$ cat src/rtl/fetch_pkg.sv
// Shared types and defaults for the instruction fetch sequencer.
package fetch_pkg;

  typedef enum logic [1:0] {
    BOOT  = 2'd0,
    FETCH = 2'd1,
    HOLD  = 2'd2
  } fetch_state_t;

  localparam logic [31:0] RESET_VECTOR_DEF = 32'h0000_0000;
  localparam logic [31:0] EXC_VECTOR_DEF   = 32'h0000_0004;

  function automatic logic [31:0] align_word(input logic [31:0] addr);
    return {addr[31:2], 2'b00};
  endfunction

endpackage

$ cat src/rtl/fetch_sequencer.sv
// PC next-value generation and instruction-memory fetch sequencing with a
// one-entry output buffer, redirect flushing and delivered-instruction count.
module fetch_sequencer
  import fetch_pkg::*;
#(
  parameter logic [31:0] RESET_VECTOR = RESET_VECTOR_DEF,
  parameter logic [31:0] EXC_VECTOR   = EXC_VECTOR_DEF,
  parameter int unsigned PC_STEP      = 4
) (
  input  logic        clock,
  input  logic        reset,
  input  logic [31:0] pc_cur,
  output logic [31:0] pc_next,
  output logic        imem_req,
  output logic [31:0] imem_addr,
  input  logic        imem_ack,
  input  logic [31:0] imem_rdata,
  input  logic        stall,
  input  logic        branch_valid,
  input  logic [31:0] branch_target,
  input  logic        exc_valid,
  output logic        instr_valid,
  input  logic        instr_ready,
  output logic [31:0] instr_out,
  output logic [31:0] instr_pc,
  output logic [31:0] fetch_count
);

  fetch_state_t state_q, state_d;
  logic         req_active_q, req_active_d;
  logic         flush_pending_q, flush_pending_d;
  logic         instr_valid_d;
  logic [31:0]  instr_out_d, instr_pc_d, fetch_count_d;
  logic         redirect;
  logic [31:0]  target;

  assign imem_addr = pc_cur;
  assign redirect  = exc_valid | branch_valid;
  assign target    = exc_valid ? EXC_VECTOR : align_word(branch_target);

  always_comb begin
    state_d         = state_q;
    req_active_d    = req_active_q;
    flush_pending_d = flush_pending_q;
    instr_valid_d   = instr_valid;
    instr_out_d     = instr_out;
    instr_pc_d      = instr_pc;
    fetch_count_d   = fetch_count;
    pc_next         = pc_cur;
    imem_req        = 1'b0;

    case (state_q)
      BOOT: begin
        pc_next = RESET_VECTOR;
        state_d = FETCH;
      end
      FETCH: begin
        if (!req_active_q) begin
          if (redirect) begin
            pc_next = target;
          end else if (!stall) begin
            imem_req     = 1'b1;
            req_active_d = 1'b1;
          end
        end else begin
          // An issued request is never retracted; a redirect only marks the
          // outstanding word for discard when it finally arrives.
          imem_req = 1'b1;
          if (imem_ack) begin
            req_active_d = 1'b0;
            if (flush_pending_q || redirect) begin
              flush_pending_d = 1'b0;
              if (redirect) pc_next = target;
            end else begin
              instr_out_d   = imem_rdata;
              instr_pc_d    = pc_cur;
              instr_valid_d = 1'b1;
              pc_next       = pc_cur + 32'(PC_STEP);
              state_d       = HOLD;
            end
          end else if (redirect) begin
            pc_next         = target;
            flush_pending_d = 1'b1;
          end
        end
      end
      HOLD: begin
        if (redirect) begin
          instr_valid_d = 1'b0;
          pc_next       = target;
          state_d       = FETCH;
        end else if (instr_ready) begin
          instr_valid_d = 1'b0;
          fetch_count_d = fetch_count + 32'd1;
          state_d       = FETCH;
        end
      end
      default: state_d = BOOT;
    endcase
  end

  always_ff @(posedge clock) begin
    if (reset) begin
      state_q         <= BOOT;
      req_active_q    <= 1'b0;
      flush_pending_q <= 1'b0;
      instr_valid     <= 1'b0;
      instr_out       <= '0;
      instr_pc        <= '0;
      fetch_count     <= '0;
    end else begin
      state_q         <= state_d;
      req_active_q    <= req_active_d;
      flush_pending_q <= flush_pending_d;
      instr_valid     <= instr_valid_d;
      instr_out       <= instr_out_d;
      instr_pc        <= instr_pc_d;
      fetch_count     <= fetch_count_d;
    end
  end

endmodule
$ cat config.mk
export PLATFORM = sky130hd
export DESIGN_NAME = fetch_sequencer
export DESIGN_NICKNAME = d
export VERILOG_FILES = /design/src/rtl/fetch_pkg.sv /design/src/rtl/fetch_sequencer.sv
export SDC_FILE = /design/constraint.sdc
export NUM_CORES = 1
export LEC_CHECK = 0
export CORE_ASPECT_RATIO = 1.5
export CORE_MARGIN = 8
export CORE_UTILIZATION = 38
export DETAILED_ROUTE_END_ITERATION = 7
export GPL_TIMING_DRIVEN = 0
export PLACE_DENSITY = 0.77
export SLEW_MARGIN = 0
export SYNTH_ARGS = -nofsm -noshare
export SYNTH_HDL_FRONTEND = slang
export SYNTH_SLANG_ARGS = --single-unit
$ cat constraint.sdc
create_clock -name clock -period 2.7 [get_ports clock]
set_clock_uncertainty 0.2 [all_clocks]
set_input_delay 0.54 -clock clock [delete_from_list [all_inputs] [get_ports clock]]
set_output_delay 0.54 -clock clock [all_outputs]
set_load 0.1 [all_outputs]
; ---- Yosys cells after proc, flatten, opt, wreduce, memory -nomap -nowiden
; Index checks and enable logic that the tools add are counted.
[word_totals]
register_bits = 101
input_bits = 103
out_inout_bits = 162
[classes]
addsub = 2
n_eq_ne = 7
n_mux = 27
n_bitwise = 3
reduce_logical = 9
[ops]
columns = op, n
row1 = $mux 32, 5
row2 = $pmux 32 s3, 1
row3 = $add 32x1->32 const B, 1
row4 = $add 32x3->32 const B, 1
row5 = $mux 1, 14
row6 = $reduce_and 4->1, 3
row7 = $mux 2, 5
row8 = $ne 2x2->1 const B, 3
row9 = $pmux 2 s3, 1
row10 = $reduce_and 5->1, 1
row11 = $reduce_bool 2->1, 2
row12 = $ne 3x3->1 const B, 1
row13 = $reduce_and 3->1, 1
row14 = $eq 2x1->1 const B, 1
row15 = $eq 2x2->1 const B, 1
row16 = $logic_not 2->1, 1
row17 = $ne 2x1->1 const B, 1
row18 = $not 1->1, 2
row19 = $pmux 1 s2, 1
row20 = $logic_or 1x1->1, 1
row21 = $or 1x1->1, 1

; ---- Longest topological paths before layout
; Gate-level depths: netlist of the first run.
[depth]
depth_word = 6
mapped_depth = 8
ltp_nobuf = 6

; ---- Worst setup path after synthesis of the first run
; No wires, ideal clock.
[synth_timing]
path_kind = input port to output port
start = in pc_cur[20]
end = out pc_next[31]
arrival_ps = 5015
path_slack_ps = -3055
path_stages = 6
cell_sequence = buf_2 nand4_1 or4_1 nor2_1 nand3_1 o311ai_0
[synth_via]
elab_chain_cells = 5
[synth_rtl]
columns = item, line
row1 = start: declaration, fetch_sequencer.sv:12  ; input logic [31:0] pc_cur,
row2 = $add 32x3->32, fetch_sequencer.sv:78  ; pc_next = pc_cur + 32'(PC_STEP);
row3 = $mux 32, fetch_sequencer.sv:71  ; if (flush_pending_q || redirect) begin
row4 = $mux 32, fetch_sequencer.sv:69  ; if (imem_ack) begin
row5 = $mux 32, fetch_sequencer.sv:58  ; if (!req_active_q) begin
row6 = $pmux 32 s3, fetch_sequencer.sv:52  ; case (state_q)
row7 = end: declaration, fetch_sequencer.sv:13  ; output logic [31:0] pc_next,
; Every way passes these cells.

; ---- Final worst setup path of the first run
[layout_timing]
start = reg state_q[1]
end = out pc_next[20]
[layout_via]
elab_chain_cells = 2
elab_cells_between_ends = 4
[layout_rtl]
columns = item, line
row1 = start: declaration, fetch_sequencer.sv:29  ; fetch_state_t state_q, state_d;
row2 = start signal: assignment, fetch_sequencer.sv:112  ; state_q <= state_d;
row3 = "$eq 2x2->1, or another cell as far along", fetch_sequencer.sv:52
row4 = $pmux 32 s3 (*), fetch_sequencer.sv:52
; Mark *: on every way between the ends. The rest lies on a longest branch, timed or not.

==> flow_summary_export.csv, run 1 <==
group,metric,value,unit
outcome,run_status,"complete, but fails checks",
outcome,violations,"negative setup slack",
placement,dpl.cell_count,1245,
worst_setup_path,slowest_stage,"or4b_4",
worst_setup_path,critPathLaunchType,"register",
sta,maxSlewHeadroom,30.8,%
route,wire_per_inst,21.9,um
route,drt_drc_violations_left,0,
sta,final-max-slew-violation-count,0,
cells_and_area,antennaDiodeCount,0,
route,vias_per_cell,5.82,
clock_tree,cts-root-buf,"clkbuf_16",
global_routing,grt_start_max_net_pins,19,
global_routing,grt_pass1_vias,7571,
synthesis,synth_edf_count,0,
clock_tree,cts_hold_buf,0,
sta,worst_slack,-0.338,ns
route,drt_wl_total,29600,um
power_and_ir_drop,power_leakage,4.59,nW
synthesis,ys_types,73,
route,vias,7839,
synthesis,syn_inst,787,
sta,setup_viol,30,
global_routing,grt-ovfl-total,0,
worst_setup_path,critPathCaptureType,"output port",
synthesis,synthesis.nets,892,
worst_setup_path,crit_fanout,6,
clock_tree,cts_tree,"built",
sta,fin_crit_sh,113,%
route,met3_length,2680,um
route,antenna_left,0,
sta,worst_pin_slew,1.04,ns
cells_and_area,layout_commonest_cell,"nand2_1",
floorplan,io_pins,265,
placement,port_buffers,259,
floorplan,coreArea,15100,um^2
sta,max_freq,329,MHz
synthesis,async_flop_share,0,%
worst_setup_path,r2r_end,"instr_pc[22]",
synthesis,synth_flop_cell,"dfxtp_1",
floorplan,die_h,168,um
sta,rsz0062_at_grt,"yes",
clock_tree,clk_latency,0.35,ns
synthesis,synth_warnings,0,
global_routing,grt_pass1_wl,40500,um
worst_setup_path,ff2ff_path_depth,14,
power_and_ir_drop,power,4.06,mW
worst_setup_path,reg2reg_from,"flush_pending_q",
clock_tree,cts_inserted_buffers,9,
cells_and_area,multiInputGateArea,4130,um^2
cells_and_area,seq_area,2030,um^2
flow_run,cap_viol_max_count,0,
cells_and_area,area_delta_synth_final,94.2,%
worst_setup_path,path_cells,"or4b_4 -> nor2_4 -> buf_8 -> nand2_1 -> o211ai_1 -> buf_6",
cells_and_area,finalNetCount,1249,
placement,postPlaceCellArea,9030,um^2
worst_setup_path,regToRegSetupSlack,0.11,ns
worst_setup_path,critPathRequiredTime,1.96,ns
cells_and_area,fin_cells,1347,
cells_and_area,layout-drive-gt1-share,31.6,%
cells_and_area,layout_common_cells,"nand2_1 (164), clkdlybuf4s50_1 (163), buf_4 (107)",
synthesis,syn_avg_cell_area,7.39,um^2
floorplan,die_area,19600,um^2
route,maxUsedRoutingLayer,"met4",
clock_tree,clock_path_buffers,2,
worst_setup_path,critPathKind,"reg2out",
power_and_ir_drop,power.density,359,nW/um^2
clock_tree,htreeDepth,3,
route,drt_pass1_iterations,6,
placement,hpwl,18600,um
worst_setup_path,arrival,2.30,ns
floorplan,start_util,38.6,%
cells_and_area,final_cell_area,11300,um^2
sta,worst_hold_slack,0.251,ns
route,drtIter0Drc,605,
sta,min_period,3.04,ns
synthesis,synth_seq_cells,101,
global_routing,antenna_found_initial,0,
worst_setup_path,crit_path_end,"pc_next[20]",
sta,hold_violations,0,
clock_tree,cts.clk_slew.worst_paths,0.08,ns
route,met1_length,9960,um
worst_setup_path,critical-path-top-delay-family,"simple AND/OR/NAND/NOR gates",
clock_tree,clock_sinks,101,
worst_setup_path,cp_num_buf_inv,2,
worst_setup_path,max_stage_delay,0.56,ns
route,wl_met2,14700,um
worst_hold_path,hold_path.class,"in2reg",
synthesis,synth_area,5820,um^2
worst_setup_path,cp_num_cells,6,
placement,place.gp.congestion,0.922,
global_routing,grt_util_all_layers,26.5,%
cells_and_area,n_fill_cell,1013,
synthesis,ys_seq_area_share,34.8,%
floorplan,die_x,117,um
worst_setup_path,critPathLaunch,"state_q[1]",
power_and_ir_drop,max-vdd-ir-drop,0.000284,V
floorplan,rows,55,
synth_stat cells, types with 16 or more instances:
| cell type | number | area share (%) |
|---|---|---|
| dfxtp_1 | 101 | 35 |
| a21oi_1 | 91 | 7.8 |
| nand3_1 | 31 | 2.7 |
| nor2_1 | 51 | 3.3 |
| nand4_1 | 24 | 2.6 |
| buf_4 | 38 | 4.9 |
| xor2_1 | 16 | 2.4 |
| clkbuf_1 | 28 | 1.8 |
| o21ai_0 | 25 | 2.2 |
| nand2_1 | 181 | 12 |
| nor3_1 | 16 | 1.4 |
flip-flops by register name, indices dropped and copies added (netlist names):
signal,flops
state_q,2
instr_out,32
req_active_q,1
instr_pc,32
fetch_count,32
instr_valid,1
flush_pending_q,1
final cells by class:
cell class / instances / area share (%)
multi-input combinational: 594 / 36.5
timing repair buffer: 352 / 33.9
sequential: 101 / 18.0
buffer: 78 / 6.44
tap: 199 / 2.20
clock buffer: 9 / 1.99
clock inverter: 6 / 0.676
inverter: 8 / 0.299
tightest hold or removal path: stages:
cell and delay [ns]:
buf_8 0.11, nand2_1 0.05, a21oi_1 0.05
how the worst min path moves through the flow:
stage	start	to	slack (ns)	cells after the start
floorplan	flush_pending_q	flush_pending_q	0.32	2
global placement	instr_out[13]	instr_out[13]	0.24	2
detailed placement	instr_pc[29]	instr_pc[29]	0.25	2
CTS	pc_cur[10]	instr_pc[10]	0.24	3
global route	pc_cur[8]	instr_pc[8]	0.27	3
finish	pc_cur[10]	instr_pc[10]	0.25	3
through the flow:
stage	setup TNS (ns)	setup WS, ns	util [%]
3_3_place_gp	-89.49	-2.20	59.9
6_report	-6.14	-0.338	75.0
4_1_cts	-6.21	-0.349	71.2
3_5_place_dp	-88.76	-2.18	59.9
5_1_grt	-7.23	-0.396	75.0
2_1_floorplan	-10.12	-1.07	-
timing repair:
item / 4_1_cts / 5_1_grt
pin swaps: 48 / 45
cloned: 2 / 1
endpoints found under the setup margin: 70 / 101
gates resized for setup: 624 / 103
buffers inserted: 67 / 29
routing by layer:
layer	track usage, %	up-vias
met2	46.5	545
met4	17.0	0
li1	-	3469
met1	27.2	3620
met3	5.98	205
met5	0	-
cells by family (layout without fill, tap and decap cells):
group                    Yosys count  count (layout)  share of synthesized area [%]
multiplexers                      10              10                           1.83
flip-flops                       101             101                           34.8
adder cells (fa/ha/maj)            2               2                          0.430
buffers and inverters             92             453                           9.16
AND/OR/NAND/NOR                  375             375                           30.9
AO/OA/AOI/OAI                    182             182                           19.1
XOR/XNOR                          25              25                           3.76
power by group:
group / internal, mW / switching, mW
clock network: 0.734 / 0.629
logic: 0.466 / 0.735
registers: 1.49 / 0.00364
No activity file was read; power rests on OpenSTA's default activity.
==> inputs of run 2 (changes only) <==
CTS_CLUSTER_DIAMETER = 40   (was unset)
HOLD_SLACK_MARGIN = 0.05   (was unset)
==> results of run 2 <==
No change in the layout: final DEF, timing and power equal those of run 1.
